==> src/rtl/stepper_cmd_if.sv <==
// Command bus into the stepper pulse engine: one command (channel, period, count, direction)
// is transferred on any clock where cmd_valid and cmd_ready are both high.
interface stepper_cmd_if #(
    parameter int NUM_CH   = 2,
    parameter int PERIOD_W = 24,
    parameter int COUNT_W  = 16
);
    localparam int CH_W = $clog2(NUM_CH);

    logic                cmd_valid;
    logic                cmd_ready;
    logic [CH_W-1:0]     cmd_ch;
    logic [PERIOD_W-1:0] cmd_period;
    logic [COUNT_W-1:0]  cmd_steps;
    logic                cmd_dir;

    modport master (output cmd_valid, cmd_ch, cmd_period, cmd_steps, cmd_dir,
                    input  cmd_ready);
    modport slave  (input  cmd_valid, cmd_ch, cmd_period, cmd_steps, cmd_dir,
                    output cmd_ready);
endinterface

==> src/rtl/stepper_multi_pulse_gen.sv <==
// Multi-channel STEP/DIR pulse engine: each channel runs IDLE -> SETUP -> RUN -> IDLE,
// emitting a counted burst of fixed-width step pulses at a latched, clamped period.
module stepper_multi_pulse_gen #(
    parameter int NUM_CH    = 2,
    parameter int PERIOD_W  = 24,
    parameter int COUNT_W   = 16,
    parameter int PULSE_CYC = 200,
    parameter int DIR_SETUP = 100
) (
    input  logic              clk_100mhz,
    input  logic              rst,
    stepper_cmd_if.slave      cmd,
    input  logic [NUM_CH-1:0] abort,
    output logic [NUM_CH-1:0] step_out,
    output logic [NUM_CH-1:0] step_strobe,
    output logic [NUM_CH-1:0] dir_out,
    output logic [NUM_CH-1:0] busy,
    output logic [NUM_CH-1:0] done
);
    localparam int CH_W = $clog2(NUM_CH);

    localparam logic [1:0] ST_IDLE  = 2'd0;
    localparam logic [1:0] ST_SETUP = 2'd1;
    localparam logic [1:0] ST_RUN   = 2'd2;

    // Minimum period keeps the low phase at least as long as the high phase.
    localparam logic [PERIOD_W-1:0] MIN_PERIOD = PERIOD_W'(2 * PULSE_CYC);
    localparam logic [PERIOD_W-1:0] SETUP_LAST = PERIOD_W'(DIR_SETUP - 1);
    localparam logic [PERIOD_W-1:0] PULSE_LAST = PERIOD_W'(PULSE_CYC - 1);

    assign cmd.cmd_ready = ~busy[cmd.cmd_ch];

    genvar gi;
    generate
        for (gi = 0; gi < NUM_CH; gi++) begin : g_ch
            logic [1:0]          state_q,  state_d;
            logic [PERIOD_W-1:0] cnt_q,    cnt_d;
            logic [PERIOD_W-1:0] period_q, period_d;
            logic [COUNT_W-1:0]  left_q,   left_d;
            logic                step_q,   step_d;
            logic                strobe_q, strobe_d;
            logic                dir_q,    dir_d;
            logic                done_q,   done_d;
            logic                accept;

            // Abort on the same clock as a handshake drops the command.
            assign accept = cmd.cmd_valid && cmd.cmd_ready && !abort[gi] &&
                            (cmd.cmd_ch == CH_W'(gi));

            always_comb begin
                state_d  = state_q;
                cnt_d    = cnt_q + PERIOD_W'(1);
                period_d = period_q;
                left_d   = left_q;
                step_d   = step_q;
                strobe_d = 1'b0;
                dir_d    = dir_q;
                done_d   = 1'b0;
                case (state_q)
                    ST_IDLE: begin
                        cnt_d = '0;
                        if (accept) begin
                            state_d  = ST_SETUP;
                            dir_d    = cmd.cmd_dir;
                            period_d = (cmd.cmd_period < MIN_PERIOD) ? MIN_PERIOD : cmd.cmd_period;
                            left_d   = cmd.cmd_steps;
                        end
                    end
                    ST_SETUP: begin
                        if (cnt_q == SETUP_LAST) begin
                            cnt_d = '0;
                            if (left_q == '0) begin
                                state_d = ST_IDLE;
                                done_d  = 1'b1;
                            end else begin
                                state_d  = ST_RUN;
                                step_d   = 1'b1;
                                strobe_d = 1'b1;
                                left_d   = left_q - COUNT_W'(1);
                            end
                        end
                    end
                    ST_RUN: begin
                        if (cnt_q == PULSE_LAST) step_d = 1'b0;
                        // left_q counts steps still to issue after the current one.
                        if (cnt_q == period_q - PERIOD_W'(1)) begin
                            cnt_d = '0;
                            if (left_q == '0) begin
                                state_d = ST_IDLE;
                                step_d  = 1'b0;
                                done_d  = 1'b1;
                            end else begin
                                step_d   = 1'b1;
                                strobe_d = 1'b1;
                                left_d   = left_q - COUNT_W'(1);
                            end
                        end
                    end
                    default: state_d = ST_IDLE;
                endcase
                if (abort[gi] && (state_q != ST_IDLE)) begin
                    state_d  = ST_IDLE;
                    cnt_d    = '0;
                    step_d   = 1'b0;
                    strobe_d = 1'b0;
                    done_d   = 1'b0;
                end
            end

            always_ff @(posedge clk_100mhz) begin
                if (rst) begin
                    state_q  <= ST_IDLE;
                    cnt_q    <= '0;
                    period_q <= '0;
                    left_q   <= '0;
                    step_q   <= 1'b0;
                    strobe_q <= 1'b0;
                    dir_q    <= 1'b0;
                    done_q   <= 1'b0;
                end else begin
                    state_q  <= state_d;
                    cnt_q    <= cnt_d;
                    period_q <= period_d;
                    left_q   <= left_d;
                    step_q   <= step_d;
                    strobe_q <= strobe_d;
                    dir_q    <= dir_d;
                    done_q   <= done_d;
                end
            end

            assign step_out[gi]    = step_q;
            assign step_strobe[gi] = strobe_q;
            assign dir_out[gi]     = dir_q;
            assign busy[gi]        = (state_q != ST_IDLE);
            assign done[gi]        = done_q;
        end
    endgenerate
endmodule

==> src/flat_wrapper.sv <==
// flat-port wrapper written by rule: the top's interface ports become plain ports
module stepper_multi_pulse_gen_flat 
#(
    parameter int NUM_CH    = 2,
    parameter int PERIOD_W  = 24,
    parameter int COUNT_W   = 16,
    parameter int PULSE_CYC = 200,
    parameter int DIR_SETUP = 100
)
  (clk_100mhz, rst, abort, step_out, step_strobe, dir_out, busy, done, cmd_cmd_valid, cmd_cmd_ch, cmd_cmd_period, cmd_cmd_steps, cmd_cmd_dir, cmd_cmd_ready);
  stepper_cmd_if #(.NUM_CH(NUM_CH), .PERIOD_W(PERIOD_W), .COUNT_W(COUNT_W)) cmd_i ();
  input  logic clk_100mhz;
  input  logic rst;
  input  logic [NUM_CH-1:0] abort;
  output logic [NUM_CH-1:0] step_out;
  output logic [NUM_CH-1:0] step_strobe;
  output logic [NUM_CH-1:0] dir_out;
  output logic [NUM_CH-1:0] busy;
  output logic [NUM_CH-1:0] done;
  input wire logic [$bits(cmd_i.cmd_valid)-1:0] cmd_cmd_valid;
  input wire logic [$bits(cmd_i.cmd_ch)-1:0] cmd_cmd_ch;
  input wire logic [$bits(cmd_i.cmd_period)-1:0] cmd_cmd_period;
  input wire logic [$bits(cmd_i.cmd_steps)-1:0] cmd_cmd_steps;
  input wire logic [$bits(cmd_i.cmd_dir)-1:0] cmd_cmd_dir;
  output wire logic [$bits(cmd_i.cmd_ready)-1:0] cmd_cmd_ready;
  assign cmd_i.cmd_valid = cmd_cmd_valid;
  assign cmd_i.cmd_ch = cmd_cmd_ch;
  assign cmd_i.cmd_period = cmd_cmd_period;
  assign cmd_i.cmd_steps = cmd_cmd_steps;
  assign cmd_i.cmd_dir = cmd_cmd_dir;
  assign cmd_cmd_ready = cmd_i.cmd_ready;
  stepper_multi_pulse_gen #(.NUM_CH(NUM_CH), .PERIOD_W(PERIOD_W), .COUNT_W(COUNT_W), .PULSE_CYC(PULSE_CYC), .DIR_SETUP(DIR_SETUP)) u_core (.clk_100mhz(clk_100mhz), .rst(rst), .cmd(cmd_i), .abort(abort), .step_out(step_out), .step_strobe(step_strobe), .dir_out(dir_out), .busy(busy), .done(done));
endmodule
==> config.mk <==
export PLATFORM = sky130hd
export DESIGN_NAME = stepper_multi_pulse_gen_flat
export DESIGN_NICKNAME = d
export VERILOG_FILES = /design/src/rtl/stepper_cmd_if.sv /design/src/rtl/stepper_multi_pulse_gen.sv /design/src/flat_wrapper.sv
export SDC_FILE = /design/constraint.sdc
export NUM_CORES = 1
export LEC_CHECK = 0
export ABC_CLOCK_PERIOD_IN_PS = 4600
export CAP_MARGIN = 20
export CORE_MARGIN = 5
export CORE_UTILIZATION = 45
export CTS_CLUSTER_DIAMETER = 100
export DETAILED_ROUTE_END_ITERATION = 12
export RECOVER_POWER = 25
export SETUP_SLACK_MARGIN = 0.4
export SLEW_MARGIN = 10
export SYNTH_ARGS = -nofsm -noshare
export SYNTH_HDL_FRONTEND = slang
export SYNTH_SLANG_ARGS = --single-unit
export TNS_END_PERCENT = 5
==> constraint.sdc <==
create_clock -name clk_100mhz -period 4.6 [get_ports clk_100mhz]
set_input_delay 0.92 -clock clk_100mhz [delete_from_list [all_inputs] [get_ports clk_100mhz]]
set_output_delay 0.92 -clock clk_100mhz [all_outputs]
set_load 0.01 [all_outputs]
==> impl_metrics.py <==
metrics = {
    "clock_tree": {
        "clock_sinks": 140,
        "clk_pin_slew_ps": 70,
        "worstSkewPairLatency_ps": 430,
        "h-tree-depth": 4,
        "ctsResizeCount": 0,
        "numCtsBuffers": 17,
        "cts_tree": "yes",
        "hold_buffers": 0,
        "root_buffer": "clkbuf_16",
        "cts_buffer_depth": 2,
        "post-cts-setup-buffer-count": 0,
    },
    "critical_path": {
        "path_class": "reg2reg",
        "r2r_cells": 10,
        "critPathArrivalTime_ps": 4110,
        "worstPathRequired_ps": 4940,
        "critPathLaunchType": "register",
        "worstPathMaxFanout": 11,
        "r2r_start": "u_core.g_ch[1].period_q[0]$_SDFFE_PP0P_",
        "reg2reg_to": "u_core.g_ch[1].left_q[4]$_SDFFE_PP0P_",
        "cp-end-kind": "register",
        "ff2ff_setup_slack_ps": 830,
    },
    "sta": {
        "finalSetupViolCount": 0,
        "tns_ps": 0,
        "min_period_ps": 3770,
        "clock_skew_ps": 7.38,
        "finalHoldViolCount": 0,
        "worst_pin_slew_ps": 1320,
        "rsz0062_at_grt": "false",
        "fin_crit_sh_pct": 81.9,
        "slew_headroom_pct": 11.7,
        "finalMaxSlewViolations": 0,
        "max_freq_mhz": 265,
        "fin_ws_ps": 831,
    },
    "min_path": {
        "hold_class": "reg2reg",
        "hold_depth": 2,
        "hold_start": "u_core.g_ch[1].dir_q$_SDFFE_PP0P_",
        "hold_end": "u_core.g_ch[1].dir_q$_SDFFE_PP0P_",
    },
    "detailed_routing": {
        "postRouteAntennaNets": 0,
        "dr.pass1.iters": 5,
        "wl_mm": 24.0,
        "wl_per_cell_um": 16.9,
        "drcViolationCount": 0,
        "first_iter_violations": 479,
        "via_count": 8198,
        "via_per_inst": 5.75,
    },
    "placement": {
        "port-buffer-count": 57,
        "gp_congestion": 0.866,
        "pre_cts_ws_ps": 760,
        "hpwl_mm": 17.5,
    },
    "synth": {
        "ys_seq_elements": 140,
        "synth_ff_type": "dfxtp_1",
        "synth_area_per_cell_sq_um": 7.68,
        "seq_area_frac_synth_pct": 32.0,
        "synth_area_sq_um": 8760,
        "ys_types": 76,
        "synthCells": 1140,
        "async_reset_ff_share_pct": 0,
        "synth-warning-count": 0,
        "synthesis.nets": 1201,
        "synth_edf_count": 0,
    },
    "run_status": {
        "status": "finished clean",
    },
    "global_route": {
        "grt.total_usage_pct": 21.9,
        "grt_max_degree": 77,
        "grt_pass1_vias": 7810,
        "gr-total-overflow": 0,
        "grt_antenna_before_repair": 0,
        "grt_pass1_wl_mm": 39.8,
    },
    "floorplan": {
        "num_io_pins": 58,
        "die_w_um": 150,
        "num_rows": 51,
        "die_h_um": 150,
        "initial_core_util_pct": 45.3,
        "core_sq_um": 19300,
        "dieArea_sq_um": 22400,
    },
    "cells_and_area": {
        "syn_to_final_growth_pct": 14.1,
        "multi_input_area_sq_um": 5450,
        "fillers": 1914,
        "fin_nets": 1209,
        "layout-drive-gt1-share_pct": 6.37,
        "post-route-util_pct": 51.7,
        "antenna_cells": 0,
        "seq_area_sq_um": 2800,
    },
    "run": {
        "drv_cap": 0,
    },
    "pwr": {
        "peakVddDrop_mv": 0.337,
        "p_per_area_nw_per_um2": 514,
        "leakagePower_nw": 3.47,
        "total_power_mw": 5.14,
    },
}
[worst max path at each step]
stage                                             start                                     end  slack [ps]  depth (start not counted)
5_1_grt        u_core.g_ch[1].period_q[14]$_SDFFE_PP0P_   u_core.g_ch[1].left_q[4]$_SDFFE_PP0P_         550                          8
4_1_cts         u_core.g_ch[1].period_q[0]$_SDFFE_PP0P_   u_core.g_ch[1].left_q[4]$_SDFFE_PP0P_         830                         10
3_5_place_dp                                 cmd_cmd_ch   u_core.g_ch[0].left_q[1]$_SDFFE_PP0P_         760                          7
3_3_place_gp                                 cmd_cmd_ch   u_core.g_ch[0].left_q[1]$_SDFFE_PP0P_         840                          7
6_report        u_core.g_ch[1].period_q[0]$_SDFFE_PP0P_   u_core.g_ch[1].left_q[4]$_SDFFE_PP0P_         830                         10
2_1_floorplan   u_core.g_ch[1].period_q[0]$_SDFFE_PP0P_  u_core.g_ch[1].left_q[11]$_SDFFE_PP0P_        1450                         12
[worst max-delay path, stage by stage (launching register included)]
cell     delay [ps]
dfxtp_1         370
inv_1            80
ha_1            270
or3b_2          530
nor2_1          310
nand3_1         140
xnor2_1         170
or4_4           510
o41ai_2         400
nand4_1         570
o21ai_0         320
[cell families after synthesis]
group | share of synthesized area (%)
compound gates | 17.6
xor+xnor | 11.1
fa+ha+maj | 2.00
buf+inv | 5.79
flops | 32.0
mux | 1.87
simple gates | 29.6
[synth_stat cells (16+ instances only)]
master	count	share of area [%]
xor2_1	51	5.1
dfxtp_1	140	32
a21oi_1	77	4.4
nor3_1	39	2.2
nor2_1	111	4.8
a31oi_1	16	1.1
xnor2_1	60	6.0
o21ai_0	20	1.1
nand4_1	29	2.1
nor4_1	24	1.7
nand3_1	69	3.9
clkbuf_1	58	2.5
inv_1	34	1.5
nand2_1	134	5.7
nor2b_1	17	1.2
[layout by cell type, fill, tap and decap left out, types with 16 or more instances in the layout]
cell             netlist  final
clkdlybuf4s50_1        0     47
nor2_1               111    111
nand2_1              134    134
nand4_1               29     29
nor3_1                39     39
a21oi_1               77     77
a31oi_1               16     16
xor2_1                51     51
o21ai_0               20     20
xnor2_1               60     60
nor2b_1               17     17
clkbuf_16              0     17
inv_1                 34     34
dfxtp_1              140    140
nor4_1                24     24
nand3_1               69     69
[metal layers]
layer | track usage, % | wire (um) | share of wire, % | vias to the layer above
met5 | 0 | 0 | 0 | -
met4 | 6.36 | 361 | 1.5 | 0
met3 | 3.91 | 1010 | 4.2 | 23
met2 | 35.1 | 11000 | 46 | 189
met1 | 30.4 | 11600 | 48 | 3877
li1 | - | - | - | 4109
[through the flow]
step / hold WS (ps) / cell area [sq um] / std cells
floorplan: 437 / 8760 / 1140
global placement: 449 / 9420 / 1394
detailed placement: 461 / 9420 / 1394
CTS: 470 / 10000 / 1426
global route: 500 / 9990 / 1426
finish: 459 / 9990 / 1426
[power breakdown]
| group | internal (mW) | switching [mW] | leakage [nW] |
|---|---|---|---|
| Combinational | 0.833 | 1.38 | 2.07 |
| Clock | 0.804 | 0.581 | 0.269 |
| Sequential | 1.37 | 0.171 | 1.14 |
| Total | 3.01 | 2.13 | 3.47 |
[registers in the layout, summed over array words and instances (netlist names)]
| register | count |
|---|---|
| u_core.g_ch.cnt_q | 48 |
| u_core.g_ch.period_q | 48 |
| u_core.g_ch.left_q | 32 |
| u_core.g_ch.state_q | 4 |
| u_core.g_ch.dir_q | 2 |
| u_core.g_ch.done_q | 2 |
| u_core.g_ch.step_q | 2 |
| u_core.g_ch.strobe_q | 2 |
[area by class of cell]
cell class | count | share of cell area [%]
Multi-Input combinational cell | 880 | 54.6
Sequential cell | 140 | 28.0
Timing Repair Buffer | 74 | 6.86
Clock buffer | 17 | 4.26
Tap cell | 265 | 3.32
Clock inverter | 15 | 1.63
Inverter | 35 | 1.31
No activity file was read; power rests on OpenSTA's default activity.
